==> config.mk <==
export PLATFORM = sky130hd
export DESIGN_NAME = async_fifo_wr_ctrl
export DESIGN_NICKNAME = d
export VERILOG_FILES = /design/src/rtl/fifo_pkg.sv /design/src/rtl/ptr_sync2.sv /design/src/rtl/async_fifo_wr_ctrl.sv
export SDC_FILE = /design/constraint.sdc
export NUM_CORES = 1
export LEC_CHECK = 0
export BUFFER_PORTS_ARGS = -buffer_cell sky130_fd_sc_hd__buf_4
export CORE_MARGIN = 2
export CORE_UTILIZATION = 45
export CTS_CLUSTER_DIAMETER = 120
export DETAILED_ROUTE_END_ITERATION = 8
export GPL_TIMING_DRIVEN = 0
export PLACE_DENSITY = 0.67
export REMOVE_ABC_BUFFERS = 1
export SETUP_SLACK_MARGIN = 0.1
export SYNTH_ARGS = -nofsm -noshare
export SYNTH_HDL_FRONTEND = slang
export SYNTH_SLANG_ARGS = --single-unit
==> constraint.sdc <==
create_clock -name Clk -period 3.4 [get_ports Clk]
set_input_delay 0.17 -clock Clk [delete_from_list [all_inputs] [get_ports Clk]]
set_output_delay 0.17 -clock Clk [all_outputs]
set_load 0.02 [all_outputs]
==> src/rtl/fifo_pkg.sv <==
// Shared types and pointer-coding helpers for the async FIFO write and read controllers.
package fifo_pkg;

  typedef enum logic {
    INIT,
    RUN
  } wr_state_e;

  localparam int INIT_CYCLES = 2;

  function automatic logic [31:0] bin2gray(input logic [31:0] bin);
    return bin ^ (bin >> 1);
  endfunction

  // Each binary bit is the XOR of all Gray bits at or above it.
  function automatic logic [31:0] gray2bin(input logic [31:0] gray);
    logic [31:0] bin;
    bin = gray;
    for (int i = 30; i >= 0; i--) begin
      bin[i] = bin[i + 1] ^ gray[i];
    end
    return bin;
  endfunction

endpackage

==> src/rtl/ptr_sync2.sv <==
// Two-flop synchronizer for a Gray-coded pointer crossing into the local clock domain.
module ptr_sync2 #(
  parameter int WIDTH = 5
) (
  input  logic             Clk,
  input  logic             rst,
  input  logic [WIDTH-1:0] d_in,
  output logic [WIDTH-1:0] q_out
);

  logic [WIDTH-1:0] rq1_q, rq1_d;
  logic [WIDTH-1:0] rq2_q, rq2_d;

  always_comb begin
    rq1_d = rst ? '0 : d_in;
    rq2_d = rst ? '0 : rq1_q;
  end

  // NOTE: state registers use non-blocking assignments so every flop samples pre-edge values.
  always_ff @(posedge Clk) begin
    rq1_q <= rq1_d;
    rq2_q <= rq2_d;
  end

  assign q_out = rq2_q;

endmodule

==> src/rtl/async_fifo_wr_ctrl.sv <==
// Write-side controller of an asynchronous FIFO: binary/Gray write pointer, full and
// almost-full flags against the synchronized read pointer, and a sticky overflow flag.
module async_fifo_wr_ctrl
  import fifo_pkg::*;
#(
  parameter int ADDR_WIDTH   = 4,
  parameter int AFULL_THRESH = 14
) (
  input  logic                  Clk,
  input  logic                  rst,
  input  logic                  wr_req_in,
  input  logic [ADDR_WIDTH:0]   rd_gray_ptr_in,
  output logic                  wr_en_out,
  output logic [ADDR_WIDTH-1:0] wr_addr_out,
  output logic [ADDR_WIDTH:0]   wr_gray_ptr_out,
  output logic                  full_out,
  output logic                  almost_full_out,
  output logic [ADDR_WIDTH:0]   level_out,
  output logic                  overflow_out
);

  localparam int PW = ADDR_WIDTH + 1;
  localparam int CW = $clog2(INIT_CYCLES + 1);
  localparam logic [CW-1:0] INIT_LAST = CW'(INIT_CYCLES - 1);

  wr_state_e state_q, state_d;
  logic [CW-1:0] init_cnt_q, init_cnt_d;
  logic [PW-1:0] wbin_q, wbin_d;
  logic [PW-1:0] wgray_q, wgray_d;
  logic          full_q, full_d;
  logic          afull_q, afull_d;
  logic          ovf_q, ovf_d;

  logic [PW-1:0] rq2;
  logic [PW-1:0] rbin;
  logic [PW-1:0] wbin_next;
  logic [PW-1:0] wgray_next;
  logic [PW-1:0] occ_next;
  logic          full_cmp;
  logic          afull_cmp;

  ptr_sync2 #(.WIDTH(PW)) u_rd_sync (
    .Clk   (Clk),
    .rst   (rst),
    .d_in  (rd_gray_ptr_in),
    .q_out (rq2)
  );

  assign wr_en_out  = wr_req_in & ~full_q & (state_q == RUN);
  assign wbin_next  = wbin_q + PW'(wr_en_out);
  assign wgray_next = PW'(bin2gray(32'(wbin_next)));
  assign rbin       = PW'(gray2bin(32'(rq2)));
  assign occ_next   = wbin_next - rbin;

  // Full when the next write pointer laps the read pointer: top two Gray bits inverted.
  assign full_cmp  = (wgray_next == {~rq2[PW-1 -: 2], rq2[PW-3:0]});
  assign afull_cmp = (int'(occ_next) >= AFULL_THRESH);

  // NOTE: every signal gets a default first so no path through the block infers a latch.
  always_comb begin
    state_d    = state_q;
    init_cnt_d = init_cnt_q;
    wbin_d     = wbin_q;
    wgray_d    = wgray_q;
    full_d     = full_q;
    afull_d    = afull_q;
    ovf_d      = ovf_q;

    if (rst) begin
      state_d    = INIT;
      init_cnt_d = '0;
      wbin_d     = '0;
      wgray_d    = '0;
      full_d     = 1'b1;
      afull_d    = 1'b0;
      ovf_d      = 1'b0;
    end else begin
      case (state_q)
        INIT: begin
          full_d  = 1'b1;
          afull_d = 1'b0;
          // Flags take their first real value on the edge that enters RUN.
          if (init_cnt_q == INIT_LAST) begin
            state_d = RUN;
            full_d  = full_cmp;
            afull_d = afull_cmp;
          end else begin
            init_cnt_d = init_cnt_q + 1'b1;
          end
        end
        RUN: begin
          wbin_d  = wbin_next;
          wgray_d = wgray_next;
          full_d  = full_cmp;
          afull_d = afull_cmp;
          if (wr_req_in && full_q) begin
            ovf_d = 1'b1;
          end
        end
        default: state_d = INIT;
      endcase
    end
  end

  always_ff @(posedge Clk) begin
    state_q    <= state_d;
    init_cnt_q <= init_cnt_d;
    wbin_q     <= wbin_d;
    wgray_q    <= wgray_d;
    full_q     <= full_d;
    afull_q    <= afull_d;
    ovf_q      <= ovf_d;
  end

  assign wr_addr_out     = wbin_q[ADDR_WIDTH-1:0];
  assign wr_gray_ptr_out = wgray_q;
  assign full_out        = full_q;
  assign almost_full_out = afull_q;
  assign level_out       = wbin_q - rbin;
  assign overflow_out    = ovf_q;

endmodule

---- After elaboration in Yosys (flattened, before gate mapping) ----
Index checks and enable logic that the tools add are counted.
Widths: inputs -> output; s select.
operators by class
  add/subtract/negate cells ............... 4
  magnitude comparators ................... 1
  equality and inequality tests ........... 2
  multiplexer cells ....................... 6
  bitwise logic cells ..................... 11
  reduce and logical (&&, ||, !) cells .... 3
operators by type and width
  cell                 number
  $sub 5x5->5          2
  $add 5x1->5          1
  $eq 5x5->1           1
  $ge 5x4->1 const B   1
  $xor 5x4->5          1
  $mux 1               4
  $pmux 1 s2           2
  $reduce_and 2->1     2
  $xor 1x1->1          4
  $not 1->1            3
  $add 2x1->2 const B  1
  $and 1x1->1          2
  $eq 2x1->1 const B   1
  $not 2->2            1
  $logic_and 1x1->1    1
word-level totals
  bits in registers ....................... 26
  input bits .............................. 8
  output and inout port bits .............. 18
  logic and storage cells ................. 36

---- Logic depth before layout (Yosys ltp) ----
  depth in word-level cells ............... 8
  gate-level depth with buffers ........... 13
  mapped depth without buffers ............ 11

---- Modules after synthesis ----
A second synthesis with hierarchy kept.
second synthesis, totals
  cells, all modules ...................... 137
  area, all modules ....................... 1,340.0 um^2
modules (own cells, without submodules)
  module              instances  cells each  area an instance (um^2)  sequential area each (um^2)
  async_fifo_wr_ctrl  1          117         1,077.3                  300.3
  ptr_sync2           1          20          262.8                    200.2

---- Worst setup path after synthesis ----
Ideal clock, no wire load.
  path kind ............................... register to register
  start point ............................. reg state_q
  end point ............................... reg afull_q, in the netlist almost_full_out
  library setup time ...................... 128 ps
  arrival ................................. 3,057 ps
  data required time ...................... 3,272 ps
  path slack .............................. 215 ps
  stages on the path, launching flop included .. 12
  path buffers ............................ 1
  period minus slack after synthesis ...... 3,185 ps
  cells stage by stage .................... dfxtp_1 > clkbuf_1 > nand2_1 > nor2_1 > ha_1 > ha_1 > inv_1 > fa_1 > or4b_4 > nand3_2 > mux2i_1 > o211ai_1
on the way
  cells in the longest elaborated chain, start to end .. 6
  elaborated cells between the ends (all ways) .. 7
  those cells by class .................... 2 x add/sub; 1 x order compare; 2 x mux; 2 x bitwise
RTL lines
  element                 line                       source
  start, declared         async_fifo_wr_ctrl.sv:26   wr_state_e state_q, state_d;
  start signal, assigned  async_fifo_wr_ctrl.sv:106  state_q <= state_d;
  $and 1x1->1 (*)         async_fifo_wr_ctrl.sv:49   assign wr_en_out = wr_req_in & ~full_q & (state_q == RUN);
  named net wr_en_out     async_fifo_wr_ctrl.sv:13   output logic wr_en_out,
  $add 5x1->5 (*)         async_fifo_wr_ctrl.sv:50   assign wbin_next = wbin_q + PW'(wr_en_out);
  named net wbin_next[1]  async_fifo_wr_ctrl.sv:36   logic [PW-1:0] wbin_next;
  $sub 5x5->5 (*)         async_fifo_wr_ctrl.sv:53   assign occ_next = wbin_next - rbin;
  $ge 5x4->1 (*)          async_fifo_wr_ctrl.sv:57   assign afull_cmp = (int'(occ_next) >= AFULL_THRESH);
  $mux 1                  async_fifo_wr_ctrl.sv:83   if (init_cnt_q == INIT_LAST) begin
  $pmux 1 s2 (*)          async_fifo_wr_ctrl.sv:78   case (state_q)
  end signal, assigned    async_fifo_wr_ctrl.sv:111  afull_q <= afull_d;
  end, declared           async_fifo_wr_ctrl.sv:31   logic afull_q, afull_d;
Mark *: on every way through the listed nets, which the timed path passes. The rest lies on a longest branch.
A chain may end at the register's enable or synchronous reset.

---- Final worst setup path ----
  start point ............................. reg u_rd_sync.rq2_q[2], in the netlist u_rd_sync.q_out[2]
  end point ............................... out level_out[4]
on the way
  cells in the longest elaborated chain, start to end .. 4
RTL lines
  element                   line                       source
  start, declared           ptr_sync2.sv:12            logic [WIDTH-1:0] rq2_q, rq2_d;
  start signal, assigned    ptr_sync2.sv:22            rq2_q <= rq2_d;
  $xor 1x1->1 (*)           fifo_pkg.sv:20             bin[i] = bin[i + 1] ^ gray[i];
  $xor 1x1->1 (2 in a row)  fifo_pkg.sv:20
  $sub 5x5->5 (*)           async_fifo_wr_ctrl.sv:119  assign level_out = wbin_q - rbin;
  end, declared             async_fifo_wr_ctrl.sv:18   output logic [ADDR_WIDTH:0] level_out,
Every way passes the cells marked *; elsewhere a longest branch is shown, timed or not.

==> flow_metrics.env <==
export IMPL_hold_end="u_rd_sync.rq1_q[0]"
export IMPL_placed_cell_area_mm2=0.00164
export IMPL_cts_tree="built"
export IMPL_worstMarginPinSlew_ns=0.543
export IMPL_required_ns=3.23
export IMPL_hold_class="primary input to flop"
export IMPL_synth_cell_types=32
export IMPL_peakVddDrop_mv=0.239
export IMPL_timing_slew_headroom=0.638
export IMPL_final_max_slew_violation_count=0
export IMPL_whs_path_depth=2
export IMPL_routed_wl_um=2540
export IMPL_path_cells="xnor3_2 > xor2_4 > xnor2_1 > ha_1 > inv_1 > fa_1 > a21o_1 > a21oi_1 > xnor2_1 > buf_4"
export IMPL_grt_pass1_vias=984
export IMPL_htree_num_levels=1
export IMPL_cellLeakagePower_uw=0.000718
export IMPL_reg2regPathDepth=10
export IMPL_core_mm2=0.00303
export IMPL_arrival_ns=2.97
export IMPL_fillCellCount=284
export IMPL_detail_route_antenna_nets=0
export IMPL_fin_crit_sh=0.923
export IMPL_nNetsFinal=195
export IMPL_syn_inst=148
export IMPL_cts_buffers=3
export IMPL_rsz0062_at_grt="no"
export IMPL_layout_drive_gt1_share=0.225
export IMPL_grt_pass1_wl_um=4340
export IMPL_vias=1080
export IMPL_dp_final_hpwl_um=1900
export IMPL_layout_commonest_cell="buf_4"
export IMPL_first_pass_iters=4
export IMPL_min_period_ns=3.14
export IMPL_tns_ns=0
export IMPL_clock_path_buffers=2
export IMPL_grt_ovfl_total=0
export IMPL_ys_seq_elements=25
export IMPL_max_stage_delay_ns=0.50
export IMPL_die_area_mm2=0.00362
export IMPL_maxCapViolations=0
export IMPL_fp_dieW_um=60.1
export IMPL_wl_per_cell_um=11.7
export IMPL_cts_hold_buf=0
export IMPL_path_common_cell="xnor2_1"
export IMPL_avgSynthCellArea_um2=9.58
export IMPL_outcome="finished clean"
export IMPL_io_pins=26
export IMPL_layout_common_cells="buf_4, dfxtp_1, nor2_1, xnor2_1, ha_1"
export IMPL_buffer_ports_inserted=25
export IMPL_start_util=0.468
export IMPL_finClkSkew_ns=0.00588
export IMPL_power_density_mw_per_mm2=471
export IMPL_viasPerCell=4.98
export IMPL_globalplace_congestion=0.779
export IMPL_critPathCaptureType="output pin"
export IMPL_numClockSinks=25
export IMPL_yosysWarnings=0
export IMPL_worstPathMaxFanout=5
export IMPL_seq_area_frac_synth=0.353
export IMPL_netlist_area_mm2=0.00142
export IMPL_timing_worst_setup_path_type="flop to output pin"
export IMPL_grt_max_degree=25
export IMPL_hold_viol=0
export IMPL_row_count=20
export IMPL_critPathLaunchType="flop"
export IMPL_worstHoldStart="rd_gray_ptr_in[0]"
export IMPL_insertion_delay_ns=0.32
export IMPL_antenna_diode_count=0
export IMPL_fmax_mhz=319
export IMPL_synthToLayoutAreaGrowth_pct=19.9
export IMPL_grt_antenna_before_repair=0
export IMPL_fp_dieH_um=60.1
export IMPL_setup_viol=0
export IMPL_cpMaxStageDelayCell="xnor3_2"
export IMPL_design_area_mm2=0.00170
export IMPL_drc=0
export IMPL_reg2reg_from="state_q"
export IMPL_r2r_slack_ns=0.42
export IMPL_path_clk_slew_ns=0.14
export IMPL_track_usage=0.159
export IMPL_initialDrtViolationCount=14
export IMPL_reg2reg_to="almost_full_out"
export IMPL_cts_root_buf="clkbuf_4"
## area by class of cell
cell class	instances	area [um^2]	share of cell area
Sequential cell	25	503	0.296
Multi-Input combinational cell	109	881	0.518
Tap cell	44	55.1	0.0324
Clock inverter	1	5.00	0.00295
Clock buffer	3	22.5	0.0133
Inverter	8	30.0	0.0177
Timing Repair Buffer	27	203	0.119
## synthesized netlist by cell type (all sizes together)
master	n	share of area
nand4	2	0.0088
xnor2	16	0.11
buf	2	0.0071
fa	2	0.028
nand4b	2	0.012
a21oi	4	0.014
and2	1	0.0044
nand3	4	0.018
a31oi	1	0.0044
inv	8	0.021
a211oi	4	0.021
a21o	2	0.011
o211ai	2	0.011
clkbuf	4	0.011
nand2	6	0.016
mux2i	4	0.028
xor2	9	0.056
dfxtp	25	0.35
ha	11	0.097
nor2	17	0.045
nand2b	1	0.0044
nor3	4	0.014
nor2b	10	0.044
a21boi	1	0.0053
xnor3	2	0.033
o21ai	2	0.0071
and3	1	0.0044
or4b	1	0.0097
## per-stage QoR
step           utilization  hold slack [ns]  std cells  worst slack [ns]  total power (uW)
3_3_place_gp         0.540            0.381        211             0.212               657
4_1_cts              0.555           0.0354        215             0.140               805
5_1_grt              0.561           0.0396        217            0.0982               859
2_1_floorplan            -            0.242        142             0.358               564
3_5_place_dp         0.540            0.386        211             0.158               665
6_report             0.561           0.0440        217             0.262               801
## metal layers
metal	GRT usage	part of all wire
met4	0.0571	0.014
met1	0.213	0.47
met3	0.0195	0.028
met2	0.261	0.48
met5	0	0
## sequential cells by signal, summed over array words and instances (netlist names)
name,flops
overflow_out,1
wbin_q,5
state_q,1
u_rd_sync.rq1_q,5
almost_full_out,1
wr_gray_ptr_out,4
full_out,1
init_cnt_q,2
u_rd_sync.q_out,5
## worst max-delay path by stage
stage	end	start	slack (ns)	depth (start not counted)
global placement	almost_full_out	u_rd_sync.q_out[4]	0.21	9
floorplan	almost_full_out	state_q	0.36	10
global route	level_out[4]	u_rd_sync.q_out[2]	0.1	10
detailed placement	almost_full_out	u_rd_sync.q_out[4]	0.16	9
finish	level_out[4]	u_rd_sync.q_out[2]	0.26	10
CTS	level_out[4]	u_rd_sync.q_out[4]	0.14	10
## logic make-up (layout without fill, tap and decap cells)
family / Yosys count / after routing / synth area share
AOI/OAI and AO/OA: 16 / 16 / 0.0733
DFF: 25 / 25 / 0.353
buffers and inverters: 14 / 39 / 0.0388
muxes: 4 / 4 / 0.0282
and+or+nand+nor: 49 / 49 / 0.181
adders and majority gates: 13 / 13 / 0.125
xor gates and xnor gates: 27 / 27 / 0.200
## worst max-delay path, delay by kind of cell (launching register included)
family,cells,cell delay (ns)
AOI/OAI and AO/OA,2,0.39
xor gates and xnor gates,4,1.08
adders and majority gates,2,0.58
buffers and inverters,2,0.23
DFF,1,0.37
## what timing repair did
item	4_1_cts	5_1_grt
gates resized for setup	2	2
setup endpoints to repair	1	2
buffers inserted	0	2
hold endpoints to repair	0	0
pin swaps	0	1
## power by group
| group | internal, uW | leakage [uW] | switching (uW) | total [uW] |
|---|---|---|---|---|
| Clock | 44.1 | 0.0000177 | 92.4 | 137 |
| Combinational | 138 | 0.000495 | 155 | 292 |
| Sequential | 333 | 0.000206 | 38.3 | 372 |
(Power assumes the default switching activity.)
